`src/rtl/board_pkg.sv`:
```
// Shared types and helpers for the board streamer and the cell-array top.
// Provides the streamer FSM state type and the row-index width helper.
package board_pkg;

    typedef enum logic [1:0] {
        IDLE  = 2'd0,
        SEND  = 2'd1,
        CHECK = 2'd2
    } streamer_state_t;

    function automatic int ROW_IDX_W(input int rows);
        return (rows > 1) ? $clog2(rows) : 1;
    endfunction

endpackage

```
`src/rtl/row_select.sv`:
```
// Combinational row mux: picks row i_addr (COLS bits) out of a flattened
// ROWS*COLS board image where bit r*COLS+c is row r, column c.
module row_select
    import board_pkg::*;
#(
    parameter int ROWS = 8,
    parameter int COLS = 8,
    parameter int AW   = ROW_IDX_W(ROWS)
) (
    input  logic [ROWS*COLS-1:0] i_rows,
    input  logic [AW-1:0]        i_addr,
    output logic [COLS-1:0]      o_row
);

    logic [COLS-1:0] w_rows [ROWS];

    for (genvar gi = 0; gi < ROWS; gi++) begin : g_split
        assign w_rows[gi] = i_rows[gi*COLS +: COLS];
    end

    // Compare-and-select keeps addresses past ROWS-1 at zero for non-power-of-two boards.
    always_comb begin
        o_row = '0;
        for (int i = 0; i < ROWS; i++) begin
            if (i_addr == AW'(i)) begin
                o_row = w_rows[i];
            end
        end
    end

endmodule

```
`src/rtl/board_streamer.sv`:
```
// Snapshots the Game of Life board on start and streams it row by row over
// valid/ready. Define BOARD_STREAMER_CHECKSUM_EN to append an XOR checksum beat.
module board_streamer
    import board_pkg::*;
#(
    parameter int ROWS = 8,
    parameter int COLS = 8
) (
    input  logic                        clk,
    input  logic                        rst,
    input  logic [ROWS*COLS-1:0]        cells_q,
    input  logic                        start,
    output logic                        busy,
    output logic [COLS-1:0]             row_data,
    output logic [ROW_IDX_W(ROWS)-1:0]  row_addr,
    output logic                        row_valid,
    input  logic                        row_ready,
    output logic                        row_last,
    output logic                        frame_done
);

    localparam int AW = ROW_IDX_W(ROWS);
    localparam logic [AW-1:0] LAST_ROW = AW'(ROWS - 1);

    streamer_state_t       r_state;
    logic [ROWS*COLS-1:0]  r_shadow;
    logic [AW-1:0]         r_addr;
    logic                  r_frame_done;
    logic [COLS-1:0]       w_sel_row;

    row_select #(
        .ROWS (ROWS),
        .COLS (COLS),
        .AW   (AW)
    ) u_row_select (
        .i_rows (r_shadow),
        .i_addr (r_addr),
        .o_row  (w_sel_row)
    );

`ifdef BOARD_STREAMER_CHECKSUM_EN
    logic [COLS-1:0] w_checksum;

    always_comb begin
        w_checksum = '0;
        for (int i = 0; i < ROWS; i++) begin
            w_checksum = w_checksum ^ r_shadow[i*COLS +: COLS];
        end
    end
`endif

    always_ff @(posedge clk) begin
        if (rst) begin
            r_state      <= IDLE;
            r_shadow     <= '0;
            r_addr       <= '0;
            r_frame_done <= 1'b0;
        end else begin
            r_frame_done <= 1'b0;
            case (r_state)
                IDLE: begin
                    if (start) begin
                        r_shadow <= cells_q;
                        r_addr   <= '0;
                        r_state  <= SEND;
                    end
                end
                SEND: begin
                    if (row_ready) begin
                        if (r_addr == LAST_ROW) begin
                            r_addr <= '0;
`ifdef BOARD_STREAMER_CHECKSUM_EN
                            r_state <= CHECK;
`else
                            r_state      <= IDLE;
                            r_frame_done <= 1'b1;
`endif
                        end else begin
                            r_addr <= r_addr + AW'(1);
                        end
                    end
                end
`ifdef BOARD_STREAMER_CHECKSUM_EN
                CHECK: begin
                    if (row_ready) begin
                        r_state      <= IDLE;
                        r_frame_done <= 1'b1;
                    end
                end
`endif
                default: r_state <= IDLE;
            endcase
        end
    end

    // Outputs decode only from registered state, so start/row_ready never reach them combinationally.
    always_comb begin
        busy       = (r_state != IDLE);
        row_addr   = r_addr;
        frame_done = r_frame_done;
        row_valid  = 1'b0;
        row_last   = 1'b0;
        row_data   = '0;
        if (r_state == SEND) begin
            row_valid = 1'b1;
            row_data  = w_sel_row;
`ifndef BOARD_STREAMER_CHECKSUM_EN
            row_last  = (r_addr == LAST_ROW);
`endif
        end
`ifdef BOARD_STREAMER_CHECKSUM_EN
        if (r_state == CHECK) begin
            row_valid = 1'b1;
            row_last  = 1'b1;
            row_data  = w_checksum;
        end
`endif
    end

endmodule

```
`config.mk`:
```
export PLATFORM = sky130hd
export DESIGN_NAME = board_streamer
export DESIGN_NICKNAME = d
export VERILOG_FILES = /design/src/rtl/board_pkg.sv /design/src/rtl/row_select.sv /design/src/rtl/board_streamer.sv
export SDC_FILE = /design/constraint.sdc
export NUM_CORES = 1
export LEC_CHECK = 0
export BUFFER_PORTS_ARGS = -buffer_cell sky130_fd_sc_hd__buf_2
export CAP_MARGIN = 20
export CORE_MARGIN = 3
export CORE_UTILIZATION = 45
export CTS_CLUSTER_SIZE = 20
export DETAILED_ROUTE_END_ITERATION = 10
export PLACE_DENSITY = 0.67
export RECOVER_POWER = 50
export SYNTH_ARGS = -nofsm -noshare
export SYNTH_HDL_FRONTEND = slang
export SYNTH_SLANG_ARGS = --single-unit
```
`constraint.sdc`:
```
create_clock -name clk -period 3.4 [get_ports clk]
set_input_delay 0.68 -clock clk [delete_from_list [all_inputs] [get_ports clk]]
set_output_delay 0.68 -clock clk [all_outputs]
set_load 0.03 [all_outputs]
```
==> impl_metrics.tcl, run 1 <==
set metrics [dict create \
    cts_tree "yes" \
    finalMaxSlewViolations 0 \
    core_um2 6568 \
    rr_worst_depth 5 \
    routed_wirelength_mm 8.488 \
    power_w 0.001862 \
    dieArea_um2 8008 \
    cts_resized 0 \
    finClkSkew_ns 0.008711 \
    antenna_found_initial 0 \
    fin_ws_ns 0.2298 \
    hold_depth 2 \
    final_nets 541 \
    initial_utilization_pct 47.76 \
    finalCritPeriodShare_pct 93.24 \
    p_leak_nw 1.484 \
    insertion_delay_ns 0.34 \
    place_ws_ns 0.5114 \
    cts_max_level 3 \
    ys_seq_area_share_pct 44.04 \
    cts.sinks 69 \
    startpoint_type "flip-flop" \
    final_common_cell "nand2_1" \
    setup_tns_ns 0 \
    grtUsageTotal_pct 22.13 \
    syn_nets 481 \
    io_pins 83 \
    area.growth.synth_to_final_pct 18.79 \
    rsz0062_at_grt "no" \
    critPathKind "reg -> out" \
    relSlewSlack_pct 1.367 \
    cp.arrival_ns 2.49 \
    drc 0 \
    worst-path-max-fanout 10 \
    avgSynthCellArea_um2 7.707 \
    final_area_um2 3726 \
    power_density_nw_per_um2 499.8 \
    drv_cap 0 \
    cts_hold_buf 0 \
    insertedDiodeCount 0 \
    gp_congestion 0.9334 \
    grt_pass1_wl_mm 13.50 \
    grt_pass1_vias 2826 \
    ys_ff_latch 69 \
    vias_per_cell 5.313 \
    drtPass1Iterations 4 \
    cp_cell_sequence "inv_1 -> ha_1 -> nor2b_1 -> a221oi_1 -> o21ai_1 -> a32o_1 -> buf_2" \
    clockBufferDepth 2 \
    clkTransAtPathRegs_ns 0.07 \
    clockRootBuffer "clkbuf_8" \
    path_buf_inv 2 \
    syn_area_um2 3137 \
    required_ns 2.72 \
    period_needed_ns 3.170 \
    dp_hpwl_mm 6.177 \
    max_stage_delay_ns 0.46 \
    cp-end-kind "primary output" \
    avgRoutedWirePerCell_um 15.02 \
    synth_warnings 0 \
    hp-class "reg -> reg" \
    peakVddDrop_uv 242.3 \
    post_cts_buffers 0 \
    drive_gt1_share_pct 21.82 \
    finalSetupViolCount 0 \
    numCtsBuffers 9 \
    ant_nets 0 \
    num_vias 3002 \
    fp.dieW_um 89.49 \
    hold_viol 0 \
    grt_max_degree 65 \
    synth.distinct_cells 29 \
    status "finished clean" \
    worst_pin_slew_ns 1.479 \
    drt_iter0_markers 247 \
    numPortBuffers 82 \
    postPlaceCellArea_um2 3511 \
    cp.depth 7 \
    grt_overflow_total 0 \
    std_cell_rows 29 \
    slowest_stage "nor2b_1" \
    die-height_um 89.49 \
    clock.fmax_mhz 315.4 \
    mostFrequentLayoutCells "136 x nand2_1, 77 x buf_2, 69 x dfxtp_1" \
    synthesis.instances 407 \
    critPathTopFamily "compound AO/OA/AOI/OAI gates" \
]
==> report_power, final <==
| part | internal [W] | switching, W | total (W) | leakage (nW) |
|---|---|---|---|---|
| registers | 0.000854 | 0.0000337 | 0.000887 | 0.566 |
| logic | 0.0000956 | 0.000145 | 0.000240 | 0.803 |
| clock network | 0.000439 | 0.000295 | 0.000734 | 0.115 |
| total | 0.00139 | 0.000474 | 0.00186 | 1.48 |
==> cells by family after synthesis <==
| kind of cell | count (synthesis) | synth area share, % |
|---|---|---|
| AND/OR/NAND/NOR | 153 | 19.19 |
| buffers and inverters | 44 | 7.220 |
| adder cells (fa/ha/maj) | 6 | 2.393 |
| XOR/XNOR | 1 | 0.2793 |
| AO/OA/AOI/OAI | 134 | 26.89 |
| flip-flops | 69 | 44.04 |
==> flip-flops by register name, summed over array words and instances, names as in the netlist <==
| name | cells |
|---|---|
| r_state | 1 |
| r_shadow | 64 |
| row_addr | 3 |
| frame_done | 1 |
==> routing by layer <==
layer | global-route usage (%) | routed length, µm
met3 | 4.885 | 421
met1 | 29.34 | 3895
met2 | 35.37 | 4042
met4 | 7.984 | 129
met5 | 0 | 0
==> cells in the mapped netlist <==
cell      number  share of area, %
nand2_1      136                16
dfxtp_1       69                44
a21oi_1       68                11
buf_2         22               3.5
clkbuf_1      10               1.2
o21ai_0        9               1.4
a211o_1        8               2.2
a221oi_1       8               2.2
a31oi_1        8               1.6
a32o_1         8               2.6
o21ai_1        8               1.3
o221ai_1       8               2.2
a22oi_1        6               1.4
ha_1           6               2.4
nor2_1         6              0.72
buf_6          4               1.4
inv_1          3              0.36
nand2b_1       3              0.60
nor3_1         3              0.48
a22oi_2        2              0.80
buf_1          2              0.24
inv_2          2              0.24
nor2b_1        2              0.40
a211oi_1       1              0.24
and2_1         1              0.20
and3b_1        1              0.28
buf_4          1              0.24
nand3b_1       1              0.24
xor2_1         1              0.28
==> final cells by class <==
class,count,area [µm²]
clock buffer,14,192.7
clock inverter,2,37.54
fill,646,2841
inverter,5,18.77
multi-input combinational,294,1541
sequential,69,1381
tap,93,116.4
timing repair buffer,88,437.9
==> final timing paths <==
kind                                   start      endpoint  slack [ns]
worst max-delay path             row_addr[0]   row_data[1]        0.23
worst min-delay path            r_shadow[48]  r_shadow[48]        0.46
worst max register to register    r_state[0]   r_shadow[4]        0.63
worst min register to register  r_shadow[48]  r_shadow[48]        0.46
==> stage by stage <==
stage / utilization, % / hold WS, ns / instances
6_report: 56.73 / 0.4628 / 565
5_1_grt: 56.73 / 0.4855 / 565
4_1_cts: 56.96 / 0.4644 / 565
3_5_place_dp: 53.46 / 0.4524 / 549
3_3_place_gp: 53.46 / 0.4500 / 549
2_1_floorplan: - / 0.4332 / 407
==> tightest hold or removal path: stages (launching register included) <==
cell	delay (ns)
dfxtp_1	0.31
nand2_1	0.05
a21oi_1	0.05
(Power assumes the default switching activity.)
==> inputs of run 2 (changes only) <==
--- a/config.mk
+++ b/config.mk
@@ -8,10 +8,10 @@
 export BUFFER_PORTS_ARGS = -buffer_cell sky130_fd_sc_hd__buf_2
 export CAP_MARGIN = 20
 export CORE_MARGIN = 3
-export CORE_UTILIZATION = 45
+export CORE_UTILIZATION = 56
 export CTS_CLUSTER_SIZE = 20
 export DETAILED_ROUTE_END_ITERATION = 10
-export PLACE_DENSITY = 0.67
+export PLACE_DENSITY = 0.81
 export RECOVER_POWER = 50
 export SYNTH_ARGS = -nofsm -noshare
 export SYNTH_HDL_FRONTEND = slang
==> impl_metrics.tcl, run 2 (same netlist as run 1, synthesis figures left out) <==
set metrics [dict create \
    status "finished, violations left" \
    violations "max-capacitance violations, max-slew violations" \
    antenna_found_initial 0 \
    initial_utilization_pct 59.52 \
    insertedDiodeCount 0 \
    cts_tree "yes" \
    fp.dieW_um 80.84 \
    period_needed_ns 3.213 \
    cp_cell_sequence "inv_1 -> ha_1 -> nand2b_1 -> o221ai_1 -> a31oi_1 -> a32o_1 -> buf_2" \
    clockBufferDepth 2 \
    final_nets 540 \
    required_ns 2.72 \
    relSlewSlack_pct -13.52 \
    path_buf_inv 2 \
    rsz0062_at_grt "no" \
    cp-end-kind "primary output" \
    grt_pass1_wl_mm 12.97 \
    postPlaceCellArea_um2 3475 \
    clock.fmax_mhz 311.2 \
    largest_reg_flops 64 \
    dp_hpwl_mm 5.725 \
    final_common_cell "nand2_1" \
    critPathTopFamily "compound AO/OA/AOI/OAI gates" \
    grt_overflow_total 0 \
    top_register "r_shadow" \
    p_leak_nw 1.468 \
    post_cts_buffers 0 \
    r2r-start "r_state[0]" \
    avgRoutedWirePerCell_um 15.08 \
    grtUsageTotal_pct 26.04 \
    clkTransAtPathRegs_ns 0.07 \
    dieArea_um2 6535 \
    insertion_delay_ns 0.35 \
    critPathKind "reg -> out" \
    hold_viol 0 \
    clockRootBuffer "clkbuf_8" \
    finClkSkew_ns 0.003325 \
    std_cell_rows 26 \
    peakVddDrop_uv 313.9 \
    gp_congestion 0.9484 \
    startpoint_type "flip-flop" \
    area.growth.synth_to_final_pct 16.71 \
    drt_iter0_markers 323 \
    vias_per_cell 5.719 \
    cts.sinks 69 \
    cp.arrival_ns 2.53 \
    power_density_nw_per_um2 490.5 \
    slowest_stage "ha_1" \
    finalMaxSlewViolations 83 \
    numPortBuffers 82 \
    numCtsBuffers 9 \
    finalSetupViolCount 0 \
    hp-start "r_shadow[58]" \
    ant_nets 0 \
    worst_pin_slew_ns 1.703 \
    die-height_um 80.84 \
    finalCritPeriodShare_pct 94.51 \
    cts_max_level 3 \
    drive_gt1_share_pct 21.49 \
    num_vias 3088 \
    grt_max_degree 65 \
    hp-class "reg -> reg" \
    io_pins 83 \
    grt_pass1_vias 2780 \
    worst-path-max-fanout 19 \
    drc 0 \
    core_um2 5270 \
    mostFrequentLayoutCells "136 x nand2_1, 76 x buf_2, 69 x dfxtp_1" \
    critPathLaunch "row_addr[1]" \
    routed_wirelength_mm 8.145 \
    drtPass1Iterations 5 \
    setup_tns_ns 0 \
    drv_cap 2 \
    max_stage_delay_ns 0.56 \
    final_area_um2 3661 \
]
run 2: layout make-up:
cell class / count / area, µm²
Clock buffer: 11 / 151.4
Sequential cell: 69 / 1381
Timing Repair Buffer: 87 / 432.9
Clock inverter: 4 / 47.55
Inverter: 5 / 18.77
Fill cell: 466 / 1609
Tap cell: 70 / 87.58
Multi-Input combinational cell: 294 / 1541
run 2: power breakdown:
part | switching [W] | total (W) | internal, W
clock | 0.000297 | 0.000669 | 0.000372
sequential | 0.0000335 | 0.000887 | 0.000854
combinational | 0.000144 | 0.000240 | 0.0000953
total | 0.000475 | 0.00180 | 0.00132
run 2: tightest hold or removal path, delay by kind of cell (launching register included):
| family | cells | cell delay (ns) |
|---|---|---|
| compound gates | 1 | 0.05 |
| flops | 1 | 0.31 |
| simple gates | 1 | 0.05 |
run 2: routing by layer:
layer / wire (µm) / global-route usage (%) / part of all wire, %
met3: 695 / 8.869 / 8.5
met2: 3820 / 40.56 / 47
met5: 0 / 0 / 0
met1: 3416 / 33.15 / 42
met4: 212 / 10.30 / 2.6
run 2: repair_timing:
action | in CTS | in global routing
hold buffers | 0 | 0
gates resized for setup | 0 | 1
hold endpoints to repair | 0 | 0
setup endpoints to repair | 0 | 8
run 2: worst paths after layout:
| check | slack [ns] | depth (start not counted) | to |
|---|---|---|---|
| worst max-delay path | 0.19 | 7 | row_data[5] |
| worst min-delay path | 0.46 | 2 | r_shadow[58] |
| worst max register to register | 0.63 | 5 | r_shadow[49] |
| worst min register to register | 0.46 | 2 | r_shadow[58] |
run 2: stage by stage:
stage,instances,hold WS (ns),util [%],setup slack [ns],power [W]
after global placement,525,0.4473,65.93,0.6444,0.001135
final,540,0.4563,69.47,0.1866,0.001796
after detailed placement,525,0.4508,65.93,0.5653,0.001142
after global routing,540,0.4816,69.47,0.003096,0.001875
after CTS,540,0.4602,69.71,0.1811,0.001800
after floorplan,407,0.4332,-,0.5915,0.001065
